===== src/rtl/imem_loader.sv =====
// Instruction-memory writer: packs a little-endian byte stream into 32-bit words at addresses 0..N-1.
// Write strobe 1 cycle after the 4th byte of each word, Done 1 cycle after the final write; bytes only accepted in RECV.
module imem_loader #(
  parameter int ADDR_WIDTH = 5,
  parameter int CNT_WIDTH  = 6
) (
  input  logic                  clk,
  input  logic                  reset,
  input  logic                  Start,
  input  logic [CNT_WIDTH-1:0]  WordCount,
  input  logic                  ByteValid,
  input  logic [7:0]            ByteData,
  output logic                  ByteReady,
  output logic                  MemWriteEnable,
  output logic [ADDR_WIDTH-1:0] MemWriteAddress,
  output logic [31:0]           MemWriteData,
  output logic                  Busy,
  output logic                  Done
);

  localparam int DEPTH = 1 << ADDR_WIDTH;
  localparam logic [CNT_WIDTH-1:0] MAX_WORDS = CNT_WIDTH'(DEPTH);

  typedef enum logic [1:0] {IDLE, RECV, WRITE, DONE} state_t;

  state_t                state;
  logic [CNT_WIDTH-1:0]  count;
  logic [ADDR_WIDTH-1:0] word_idx;
  logic [1:0]            lane;
  logic [23:0]           partial;
  logic                  xfer;

  assign xfer = ByteValid && ByteReady;

  always_ff @(posedge clk) begin
    if (reset) begin
      state           <= IDLE;
      count           <= '0;
      word_idx        <= '0;
      lane            <= '0;
      partial         <= '0;
      ByteReady       <= 1'b0;
      MemWriteEnable  <= 1'b0;
      MemWriteAddress <= '0;
      MemWriteData    <= '0;
      Busy            <= 1'b0;
      Done            <= 1'b0;
    end else begin
      MemWriteEnable <= 1'b0;
      Done           <= 1'b0;
      case (state)
        IDLE: begin
          if (Start) begin
            count    <= (WordCount > MAX_WORDS) ? MAX_WORDS : WordCount;
            word_idx <= '0;
            lane     <= '0;
            if (WordCount == '0) begin
              state <= DONE;
              Done  <= 1'b1;
            end else begin
              state     <= RECV;
              ByteReady <= 1'b1;
              Busy      <= 1'b1;
            end
          end
        end
        RECV: begin
          if (xfer) begin
            lane <= lane + 2'd1;
            case (lane)
              2'd0: partial[7:0]   <= ByteData;
              2'd1: partial[15:8]  <= ByteData;
              2'd2: partial[23:16] <= ByteData;
              default: begin
                // Top lane goes straight to the output register, so the word is ready in WRITE.
                state           <= WRITE;
                ByteReady       <= 1'b0;
                MemWriteEnable  <= 1'b1;
                MemWriteAddress <= word_idx;
                MemWriteData    <= {ByteData, partial};
              end
            endcase
          end
        end
        WRITE: begin
          if (CNT_WIDTH'(word_idx) == count - CNT_WIDTH'(1)) begin
            state <= DONE;
            Done  <= 1'b1;
            Busy  <= 1'b0;
          end else begin
            word_idx  <= word_idx + 1'b1;
            lane      <= '0;
            state     <= RECV;
            ByteReady <= 1'b1;
          end
        end
        default: begin
          state <= IDLE;
        end
      endcase
    end
  end

endmodule


===== config.mk =====
export PLATFORM = sky130hd
export DESIGN_NAME = imem_loader
export DESIGN_NICKNAME = d
export VERILOG_FILES = /design/src/rtl/imem_loader.sv
export SDC_FILE = /design/constraint.sdc
export NUM_CORES = 1
export LEC_CHECK = 0
export BUFFER_PORTS_ARGS = -buffer_cell sky130_fd_sc_hd__buf_2
export CORE_ASPECT_RATIO = 2
export CORE_MARGIN = 2
export CORE_UTILIZATION = 45
export CTS_BUF_LIST = sky130_fd_sc_hd__clkbuf_8
export DETAILED_ROUTE_END_ITERATION = 10
export PLACE_DENSITY = 0.79
export RECOVER_POWER = 100
export SYNTH_ARGS = -nofsm -noshare
export SYNTH_HDL_FRONTEND = slang
export SYNTH_SLANG_ARGS = --single-unit
export TNS_END_PERCENT = 1

===== constraint.sdc =====
create_clock -name clk -period 1.95 [get_ports clk]
set_input_delay 0.0975 -clock clk [delete_from_list [all_inputs] [get_ports clk]]
set_output_delay 0.0975 -clock clk [all_outputs]
set_load 0.1 [all_outputs]

==> metrics <==
status=complete, no violations; final instance area=about 3800 um2; fraction of registers with async set/reset=0%; total grt overflow=0; GPL Wtd Cong=0.855; Met1 Routed Length=2770 um; first-pass GRT wire length=around 12,000 um; Yosys cell types=42; Area Overhead vs Synth=16.3%; most common flop cell mapped by yosys=dfxtp_1; # H-tree levels=3; largest net degree at the start of global routing=35; Arr. time, crit path=between 2 and 2.5 ns; Hold Startpoint=WordCount[2]; synthesis-stage register bit count=80; total power=between 3000 and 4000 uW; final slew viol count=0; gr usage total=between 10% and 20%; Seq/Total Area, Yosys=49.5%; min cycle time layout=around 1.9 ns; Synth warnings=0; Clk Tree Root Cell=clkbuf_8; TritonCTS clock tree=done; Worst path slowest cell=dfxtp_1; Post-synth EDFFs=0; die area=between 7000 and 8000 um2; Post-Syn Nets=421; worst skew pair latency=0.35 ns; final net count=476; fmax=roughly 520 MHz; clk sinks=80; Setup Fix Bufs, Post-CTS=0; crit share post-route=98.0%; CTS buffer count=9; share of layout cells above drive strength 1=12.0%; DR WL met2=approximately 4200 um; CORE AREA=between 6000 and 7000 um2; startpoint class of the critical path=flip-flop; Post-Synthesis Mean Instance Area=between 8 and 9 um2; DP HPWL=5460 um; Power Density=809 nW/um2; DRT iter0 DRCs=138; vias=between 2,000 and 3,000; post-placement setup slack=-0.0536 ns; Detailed Routing Iterations Pass 1=4; final instance count without filler cells=~550; Die Y=between 100 and 150 um; Worst Setup SP=count[0]; RSZ-0062 raised after global routing=yes; Cell Area, Synth=3230 um2; clock skew=slightly below 0.008 ns; Hold Path Class=input pin to flip-flop; routed wire length=~7700 um; Worst VDD drop=0.534 mV; clock buffer depth=2; Required @ worst endpoint=around 2.2 ns; Synth Instances=between 300 and 400; row count=43; drt drc=0; WL/cell=~14 um; placed cell areas=between 3000 and 4000 um2; Post-Place Cells=530; drt via density=~5.3; clock slew at reported path FFs=0.08 ns; Reg-to-Reg Start=count[0]; Max Used Layer=met4; die width=63.9 um; Worst Setup End Kind=flip-flop; final setup margin=about 0.039 ns; worst slew pin tran=1.19 ns; worst hold slack=between 0.02 and 0.025 ns; Starting Density=approximately 47%; remaining antenna violation count=0; crit-path cells=inv_1 -> ha_4 -> nand2b_4 -> a21oi_4 -> o31ai_4 -> and3_4 -> or3_1 -> a32o_2; Leakage=roughly 0.0013 uW; critical path type=flip-flop to flip-flop; max cap viols=0; highest fanout seen on the critical path=6; final hold viol count=0; metal3 WL=between 300 and 400 um; Port Buffers=58; Worst path max stage delay=0.34 ns; IO Pins=59; Slew HR=20.8%; endpoints failing setup=0; initial antenna violation count=0; vias in the first global route=2,690; Ant. Diodes=0
timing repair:
action                     in CTS  in global routing
gates cloned                    0                  1
hold buffers                    0                  0
gates resized for setup         3                  6
setup endpoints to repair       1                 17
pin swaps                       0                  3
critical path: cells and delay by family (launching register included):
kind	cells	cell delay, ns
and+or+nand+nor	3	0.70
AOI/OAI and AO/OA	3	0.53
DFF	1	0.34
adders and majority gates	1	0.17
buffers and inverters	1	0.07
Yosys cell counts, types with 2 or more instances:
cell        n  area (um2)
nand2_1   118         443
a211oi_1    2        15.0
nor3_1      5        25.0
clkbuf_1   13        48.8
o21ai_1     4        20.0
xnor2_1     3        26.3
nand3_1    27         135
ha_1        6        75.1
nand3b_1    6        45.0
inv_1       8        30.0
nand2b_1    2        12.5
a21oi_1    75         375
nor3_2      2        20.0
nor2_1      4        15.0
buf_2       9        45.0
nand4_1     2        12.5
xor2_1      3        26.3
or3_1       3        18.8
clkbuf_8    3        41.3
dfxtp_1    80        1600
sequential cells by signal, indices dropped and copies added (netlist names):
name and count:
ByteReady 1, Done 1, MemWriteAddress 5, MemWriteData 32, MemWriteEnable 1, count 6
partial 24, word_idx 5, Busy 1, state 2, lane 2
per-layer routing:
metal	vias up	GRT usage, %
met5	-	0
met4	0	13.0
met3	28	4.07
met2	87	37.1
met1	1328	19.0
li1	1444	-
final timing paths:
kind                                    endpoint  slack (ns)  depth (start not counted)
worst max-delay path                 word_idx[3]        0.04                          8
worst min-delay path                    count[2]        0.02                          3
worst min register to register  MemWriteData[11]        0.45                          2
worst max register to register       word_idx[3]        0.04                          8
per-stage QoR:
step / TNS, ns / util (%)
after floorplan: -0.00514 / -
after global placement: 0 / 51.5
after detailed placement: -0.0536 / 51.5
after CTS: 0 / 54.3
after global routing: -0.0460 / 54.2
final: 0 / 54.2
placed cells by master (no fill, tap or decap), types with 5 or more instances in the layout:
cell / n
nand3b_1: 6
dfxtp_1: 79
nor3_1: 5
clkbuf_8: 9
nand3_1: 27
nand2_1: 117
buf_2: 17
a21oi_1: 74
ha_1: 5
inv_1: 12
clkbuf_1: 40
buf_4: 9
where the power goes:
group          internal [uW]  leakage (uW)  switching (uW)  total [uW]
logic                   69.1      0.000547             158         227
clock network            571      0.000104             576        1150
registers               1650      0.000646            18.6        1670
total                   2290       0.00130             753        3040
layout make-up:
class / instances / area, um2
fill: 693 / 3180
sequential: 80 / 1600
multi-input combinational: 283 / 1490
timing repair buffer: 70 / 343
clock buffer: 9 / 124
tap: 90 / 113
clock inverter: 7 / 57.6
inverter: 8 / 30.0
logic make-up after synthesis:
group | after synthesis | share of synthesized area [%]
xor+xnor | 6 | 1.63
fa+ha+maj | 6 | 2.32
simple gates | 177 | 24.4
mux | 1 | 0.348
compound gates | 92 | 15.7
flops | 80 | 49.5
buf+inv | 35 | 6.07
No activity file was read; power rests on OpenSTA's default activity.
